[src/rtl/switch_input_pkg.sv]
// Shared constants and read-select helper for the switch/button input port.
//   SW_WIDTH / BTN_WIDTH : number of switch and button pins
//   BTN_LVL_LSB          : bit offset of debounced button levels in a Btn read
//   BTN_PEND_LSB         : bit offset of latched button presses in a Btn read
//   rd_select()          : resolves simultaneous read strobes to one source
package switch_input_pkg;
  localparam int SW_WIDTH     = 24;
  localparam int BTN_WIDTH    = 5;
  localparam int IN_WIDTH     = SW_WIDTH + BTN_WIDTH;
  localparam int BTN_LVL_LSB  = 8;
  localparam int BTN_PEND_LSB = 0;

  typedef enum logic [2:0] {
    RD_NONE, RD_LOW, RD_MID, RD_HIGH, RD_LM, RD_BTN
  } rd_sel_e;

  // Fixed priority: Low > Mid > High > LM > Btn
  function automatic rd_sel_e rd_select(input logic lo, input logic mid,
                                        input logic hi, input logic lm,
                                        input logic btn);
    if (lo)       return RD_LOW;
    else if (mid) return RD_MID;
    else if (hi)  return RD_HIGH;
    else if (lm)  return RD_LM;
    else if (btn) return RD_BTN;
    else          return RD_NONE;
  endfunction
endpackage

[src/rtl/switch_debounce.sv]
// One-bit synchroniser plus debouncer.
//   clk, rst : clock, synchronous active-high reset
//   raw_i    : asynchronous pin
//   deb_o    : debounced level; follows raw_i only after it has been stable,
//              as seen through the synchroniser, for DEBOUNCE_CYCLES cycles
module switch_debounce #(
  parameter int DEBOUNCE_CYCLES = 20000
) (
  input  logic clk,
  input  logic rst,
  input  logic raw_i,
  output logic deb_o
);
  localparam int CW = $clog2(DEBOUNCE_CYCLES);
  localparam logic [CW-1:0] CNT_MAX = CW'(DEBOUNCE_CYCLES - 1);

  logic          meta_q, sync_q, deb_q;
  logic [CW-1:0] cnt_q;

  always_ff @(posedge clk) begin
    if (rst) begin
      meta_q <= 1'b0;
      sync_q <= 1'b0;
      deb_q  <= 1'b0;
      cnt_q  <= '0;
    end else begin
      meta_q <= raw_i;
      sync_q <= meta_q;
      // Any agreement restarts the run, so the count never exceeds CNT_MAX
      if (sync_q == deb_q) begin
        cnt_q <= '0;
      end else if (cnt_q == CNT_MAX) begin
        deb_q <= sync_q;
        cnt_q <= '0;
      end else begin
        cnt_q <= cnt_q + CW'(1);
      end
    end
  end

  assign deb_o = deb_q;
endmodule

[src/rtl/switch_input.sv]
// Memory-mapped switch / push-button input port.
//   clk, rst          : clock, synchronous active-high reset
//   SwitchCtrlLow/Mid/High/LM, BtnCtrl : read strobes (one-cycle read latency)
//   switch_in[23:0]   : raw switch pins
//   btn_in[4:0]       : raw button pins, active-high
//   switchrdata[15:0] : registered read data
// Button presses (debounced rising edges) latch into btn_pending until a
// Btn read that wins priority returns them.
module switch_input
  import switch_input_pkg::*;
#(
  parameter int DEBOUNCE_CYCLES = 20000
) (
  input  logic                 clk,
  input  logic                 rst,
  input  logic                 SwitchCtrlLow,
  input  logic                 SwitchCtrlMid,
  input  logic                 SwitchCtrlHigh,
  input  logic                 SwitchCtrlLM,
  input  logic                 BtnCtrl,
  input  logic [SW_WIDTH-1:0]  switch_in,
  input  logic [BTN_WIDTH-1:0] btn_in,
  output logic [15:0]          switchrdata
);
  logic [IN_WIDTH-1:0]  raw_all, deb_all;
  logic [SW_WIDTH-1:0]  deb_sw;
  logic [BTN_WIDTH-1:0] deb_btn;

  assign raw_all = {btn_in, switch_in};

  for (genvar i = 0; i < IN_WIDTH; i++) begin : g_deb
    switch_debounce #(.DEBOUNCE_CYCLES(DEBOUNCE_CYCLES)) u_deb (
      .clk   (clk),
      .rst   (rst),
      .raw_i (raw_all[i]),
      .deb_o (deb_all[i])
    );
  end

  assign deb_sw  = deb_all[SW_WIDTH-1:0];
  assign deb_btn = deb_all[IN_WIDTH-1:SW_WIDTH];

  logic [BTN_WIDTH-1:0] btn_prev_q, pend_q, pend_d, pend_clr, btn_rise;
  logic [15:0]          rdata_d, rdata_q;
  rd_sel_e              sel;

  assign sel = rd_select(SwitchCtrlLow, SwitchCtrlMid, SwitchCtrlHigh,
                         SwitchCtrlLM, BtnCtrl);

  always_comb begin
    rdata_d  = '0;
    pend_clr = '0;
    unique case (sel)
      RD_LOW:  rdata_d[7:0] = deb_sw[7:0];
      RD_MID:  rdata_d[7:0] = deb_sw[15:8];
      RD_HIGH: rdata_d[7:0] = deb_sw[23:16];
      RD_LM:   rdata_d      = deb_sw[15:0];
      RD_BTN: begin
        rdata_d[BTN_LVL_LSB  +: BTN_WIDTH] = deb_btn;
        rdata_d[BTN_PEND_LSB +: BTN_WIDTH] = pend_q;
        pend_clr = pend_q;  // clear exactly what this read returns
      end
      default: rdata_d = '0;
    endcase
  end

  // A press arriving alongside the clearing read survives: set beats clear
  assign btn_rise = deb_btn & ~btn_prev_q;
  assign pend_d   = (pend_q & ~pend_clr) | btn_rise;

  always_ff @(posedge clk) begin
    if (rst) begin
      btn_prev_q <= '0;
      pend_q     <= '0;
      rdata_q    <= '0;
    end else begin
      btn_prev_q <= deb_btn;
      pend_q     <= pend_d;
      rdata_q    <= rdata_d;
    end
  end

  assign switchrdata = rdata_q;
endmodule
[config.mk]
export PLATFORM = sky130hd
export DESIGN_NAME = switch_input
export DESIGN_NICKNAME = d
export VERILOG_FILES = /design/src/rtl/switch_input_pkg.sv /design/src/rtl/switch_debounce.sv /design/src/rtl/switch_input.sv
export SDC_FILE = /design/constraint.sdc
export NUM_CORES = 1
export LEC_CHECK = 0
export BUFFER_PORTS_ARGS = -buffer_cell sky130_fd_sc_hd__buf_4
export CAP_MARGIN = 20
export CORE_ASPECT_RATIO = 2
export CORE_MARGIN = 10
export CORE_UTILIZATION = 45
export CTS_CLUSTER_DIAMETER = 80
export DETAILED_ROUTE_END_ITERATION = 10
export GPL_TIMING_DRIVEN = 0
export SYNTH_ARGS = -nofsm -noshare
export SYNTH_HDL_FRONTEND = slang
export SYNTH_SLANG_ARGS = --single-unit
[constraint.sdc]
create_clock -name clk -period 4 [get_ports clk]
set_input_delay 0.2 -clock clk [delete_from_list [all_inputs] [get_ports clk]]
set_output_delay 0.2 -clock clk [all_outputs]
set_load 0.01 [all_outputs]
# [Word-level counts from Yosys, hierarchy flattened]
# Cells that the tools add are included.
[totals] inputBits=36 romBits=0 elab_cells=316 n_memories=0 ram_bits=0 reg_bits=548 out_inout_bits=16 latch_bits=0
[op_classes] n_bitwise=35 addsub=29 eq_ne=63 mux=9 multipliers=0 n_lt_le_gt_ge=0 div_mod_pow=0 shift=0 reduce_logical=60
[op_table] operator="adder 15 x 1 -> 15 bit, second input constant" count=29
[op_table] operator="== test 15 bit, second input constant" count=29
[op_table] operator="OR reduction 3 bit" count=29
[op_table] operator="AND reduction 2 bit" count=29
[op_table] operator="NOT 1 bit" count=30
[op_table] operator="== test 1 bit" count=29
[op_table] operator="one-hot mux 5 bit (4 select lines)" count=1
[op_table] operator="2-to-1 mux 3 bit" count=5
[op_table] operator="AND 5 bit" count=2
[op_table] operator="NOT 5 bit" count=2
[op_table] operator="one-hot mux 5 bit (2 select lines)" count=1
[op_table] operator="one-hot mux 3 bit (3 select lines)" count=1
[op_table] operator="== test 3 x 2 -> 1 bit, second input constant" count=2
[op_table] operator="== test 3 bit, second input constant" count=2
[op_table] operator="2-to-1 mux 5 bit" count=1
[op_table] operator="bitwise OR 5 bit" count=1
[op_table] operator="OR reduction 2 bit" count=2
[op_table] operator="== test 3 x 1 -> 1 bit, second input constant" count=1

# [Logic depth before layout (Yosys ltp)]
[logic_depth] word_depth=10 depth_mapped=8 depth_no_buf=5

# [By module]
# From an unflattened synthesis, not the netlist that was laid out.
[unflattened] cells_unflattened=2434 area_unflattened_um2=24743.7
[modules_own_cells] module="switch_debounce at g_deb[0].u_deb ..." area_each_um2=817.0 n_inst=28 cells_per_inst=80
[modules_own_cells] module="switch_input" area_each_um2=1072.3 n_inst=1 cells_per_inst=114
[modules_own_cells] module="switch_debounce at g_deb[9].u_deb" area_each_um2=794.5 n_inst=1 cells_per_inst=80

# [Worst setup path before layout]
# No wires, ideal clock.
[synth_timing] path_type="flip-flop to flip-flop" startpoint="register g_deb[20].u_deb.cnt_q[0]" endpoint="register g_deb[20].u_deb.cnt_q[10]" path_buffers=3 t_arrival_ns=1.738 path_slack_ns=2.198 stages_incl_launch_ff=9 path_cell_list="dfxtp_1 > ha_1 > and3_1 > clkbuf_1 > and4_1 > or3_1 > clkbuf_1 > buf_2 > nor2_1"
[synth_between] elab_chain_len=2 elab_cells_between_ends=3 cone_classes="add/sub (1); eq/ne (1); reduce/logical (1)"
[synth_rtl] element="start: declaration" line_no="switch_debounce.sv:18" text="logic [CW-1:0] cnt_q;"
[synth_rtl] element="start signal: assignment" line_no="switch_debounce.sv:36" text="cnt_q <= cnt_q + CW'(1);"
[synth_rtl] element="branches (longest 2 deep; another with adder 15 x 1 -> 15 bit)"
# Several ways; the timed one is not identified.
# A chain may end at the register's enable or synchronous reset.

# [Worst setup path in the final report]
[layout_timing] startpoint="register g_deb[20].u_deb.cnt_q[0]" endpoint="register g_deb[20].u_deb.cnt_q[7]"
# The elaborated chain is that of the path after synthesis.

==> summary.md <==
| Metric | Value |
|---|---|
| Horizontal extent of the die | `178.9 um` |
| Area contributors post-synth | `dfxtp_1, nor2_1, xnor2_1, xor2_1, nand4_1` |
| Largest voltage drop on the vdd net | `0.0002923 V` |
| Synthesized Nets | `2,576` |
| Clock Pin Slew Worst Setup and Hold Paths | `0.06 ns` |
| Sequential cell area fraction in the yosys report | `48.25%` |
| Kind of end point of the critical path | `register` |
| Number of DRC markers in iteration 0 | `689` |
| RSZ-0062 raised after global routing | `no` |
| Area of the die | `60,460 sq um` |
| Final worst path period need | `2.215 ns` |
| Post-synthesis cell type with the largest combined area | `dfxtp_1` |
| Dominant combinational cell family by area after synthesis | `simple AND/OR/NAND/NOR gates` |
| Critical Path, Cell by Cell | `ha_1 -> and3_1 -> clkbuf_1 -> and4_1 -> or3_1 -> clkbuf_1 -> buf_2 -> nor2_1` |
| CTS Buffer Depth | `3` |
| Synthesized netlist cell count | `2,511` |
| Commonest cells after routing, fill and taps aside | `dfxtp_1, nor2_1, xnor2_1` |
| Antenna-violating nets left | `0` |
| Total I/O pin count | `52` |
| Synthesized-area fraction occupied by xor and xnor cells | `15.41%` |
| Final sum of negative setup slack | `0 ns` |
| Final Wtd Congestion | `0.8363` |
| Most frequent standard cell in the layout excluding fill and tap cells | `dfxtp_1` |
| Required time at the worst-slack endpoint | `4.46 ns` |
| Leakage power summed over all cells | `8.516 nW` |
| Remaining global-route overflow | `0` |
| Arithmetic-cell share of the synthesized area counting full adders, half adders and majority gates | `1.596%` |
| Synthesized area per cell | `9.054 sq um` |
| Category of cells accounting for the largest share of critical-path delay | `buffers and inverters` |
| Finish-stage setup viols | `0` |
| Count of filler cells inserted in the layout | `4,652` |
| Final nets | `2,707` |
| Antenna diode count | `0` |
| # H-tree levels | `2` |
| Clock tree from TritonCTS | `yes` |
| Simple-gate share of the synthesized area | `29.99%` |
| CTS sink cnt | `548` |
| Detail-routed net length per standard cell | `14.57 um` |
| Max stage delay on crit path | `0.38 ns` |
| Cell chosen for the clock root | `clkbuf_16` |
| Routed wire length | `48,520 um` |
| Pwr/cell area | `410.6 nW/um^2` |
| Main synth FF type | `dfxtp_1` |
| Critical-path top delay cell | `dfxtp_1` |
| Final Hold Fails | `0` |
| Number of clock buffers inserted by TritonCTS | `50` |
| Outcome | `complete, no violations` |
| Critical Setup Path Class | `register to register` |
| Core outline area | `50,070 sq um` |
| Number of remaining DRC errors | `0` |
| Number of enable flip-flop cells after synthesis | `0` |
| Number of antenna violations at the first check in global routing | `1` |
| Routed via count | `17,300` |
| Class of the tightest hold or removal check | `primary input to register` |
| Half-perimeter wire length after placement | `35,540 um` |
| Worst Setup Start Kind | `register` |
| Maximum clock frequency | `0.4514 GHz` |
| Biggest fanout along the worst timing path | `10` |
| Share of flip-flops with an asynchronous set or reset after synthesis | `0%` |
| Fraction of layout cells with a size suffix above 1 | `5.817%` |
| Die H | `337.9 um` |
| Synth cell types | `45` |
| Inst Count DP | `3,209` |
| Count of TritonRoute iterations in the first routing pass | `5` |
| Area share of the largest cell type after synthesis | `48.25%` |
| Most Frequent Cell on Critical Path | `clkbuf_1` |
| Post-synthesis cell area | `22,740 sq um` |
| #FFs+latches synth | `548` |
| Clk_skew | `0.01870 ns` |
| Max-cap violations | `0` |
| Share of the synthesized area in compound gates (AO/OA/AOI/OAI) | `1.117%` |
| Maximum number of pins on one net before global-route repair | `16` |
| Via-to-Cell Ratio | `5.194` |
| Share of cell area taken by muxes after synthesis | `1.233%` |
| Count of warnings emitted by yosys | `0` |
| Final Cycle Share | `55.39%` |
| Insertion delay to the later sink of the worst-skew pair | `0.59 ns` |
| Measured slew at the worst slew-check pin | `0.8177 ns` |
| Count of input and output buffers | `49` |
| Final Slew Violations | `0` |
| Synthesis-to-layout area growth | `13.93%` |
| First-pass GRT wire length | `83,280 um` |
| Slew margin rel. | `45.49%` |
| Overall track demand over capacity in global routing | `16.36%` |
| Via count of the first global-routing pass | `17,760` |
| Initial core utilization | `45.40%` |
| Count of buffer and inverter cells on the critical path | `3` |
| Number of non-filler instances in the completed layout | `3,331` |
| # rows | `116` |
| Arrival time reported for the critical path endpoint | `2.68 ns` |
[cell usage after synthesis, drive strengths merged (13+ instances only)]
library cell,n
dfxtp,548
nor2,511
xnor2,212
xor2,188
nand3,146
nand4,133
nand2,127
nor3,73
nor4,71
nor2b,68
clkbuf,67
and4,55
inv,50
and3,36
nor4b,32
ha,29
mux2i,28
nand2b,25
a21oi,21
buf,13
[where the power goes]
part / switching [W] / leakage (nW) / internal [W]
sequential: 0.0000213 / 4.43 / 0.00549
combinational: 0.000118 / 3.26 / 0.0000886
clock: 0.00209 / 0.833 / 0.00282
total: 0.00223 / 8.52 / 0.00841
[state kept, by name, indices dropped and copies added, names as in the netlist]
| register | count |
|---|---|
| btn_prev_q | 5 |
| g_deb.u_deb.sync_q | 29 |
| g_deb.u_deb.meta_q | 29 |
| g_deb.u_deb.cnt_q | 435 |
| switchrdata | 16 |
| pend_q | 5 |
| g_deb.u_deb.deb_o | 29 |
[worst paths after layout]
kind	depth (start not counted)	slack, ns	from	to
worst max register to register	8	1.78	g_deb[20].u_deb.cnt_q[0]	g_deb[20].u_deb.cnt_q[7]
worst min register to register	1	0.43	g_deb[14].u_deb.meta_q	g_deb[14].u_deb.sync_q
worst max-delay path	8	1.78	g_deb[20].u_deb.cnt_q[0]	g_deb[20].u_deb.cnt_q[7]
worst min-delay path	4	0.07	rst	g_deb[10].u_deb.cnt_q[5]
[timing repair]
action	CTS	global route
endpoints found under the setup margin	0	0
gates resized for setup	0	0
hold buffers	30	0
setup buffers	0	0
endpoints found under the hold margin	30	0
[cell type report]
class | count | area, sq um | area share (%)
multi-input cells | 1833 | 11220 | 43.31
well taps | 649 | 812.0 | 3.135
plain buffers | 80 | 359.1 | 1.386
inverters | 50 | 187.7 | 0.7245
repair buffers | 79 | 668.1 | 2.579
flip-flops and latches | 548 | 10970 | 42.35
clock buffers | 69 | 1424 | 5.497
clock inverters | 23 | 264.0 | 1.019
[logic make-up after synthesis]
family / Yosys count
simple gates: 1335
xor+xnor: 400
compound gates: 41
buf+inv: 130
fa+ha+maj: 29
mux: 28
flops: 548
[worst register-to-register path, delay by kind of cell (launching register included)]
family                   cells  cell delay [ns]
adder cells (fa/ha/maj)      1             0.20
buffers and inverters        3             0.78
AND/OR/NAND/NOR              4             0.75
flip-flops                   1             0.38
[layer usage]
| layer | up-vias | share of wire [%] | GRT usage [%] |
|---|---|---|---|
| li1 | 8830 | - | - |
| met1 | 8147 | 41 | 17.88 |
| met2 | 240 | 53 | 30.78 |
| met3 | 83 | 3.6 | 2.418 |
| met4 | 2 | 2.8 | 6.004 |
| met5 | - | 0.023 | 0 |
[through the flow]
stage | cell area (sq um) | setup slack (ns) | hold slack [ns] | power [W] | util [%]
5_1_grt | 25900 | 1.559 | 0.08104 | 0.01101 | 51.73
6_report | 25900 | 1.785 | 0.06888 | 0.01064 | 51.73
3_3_place_gp | 23920 | 1.758 | 0.4179 | 0.005822 | 47.76
3_5_place_dp | 23920 | 1.733 | 0.4176 | 0.005824 | 47.76
2_1_floorplan | 22740 | 2.198 | 0.3282 | 0.005737 | -
4_1_cts | 25900 | 1.724 | 0.02521 | 0.01079 | 51.73
Power figures use the tool's default switching activity.
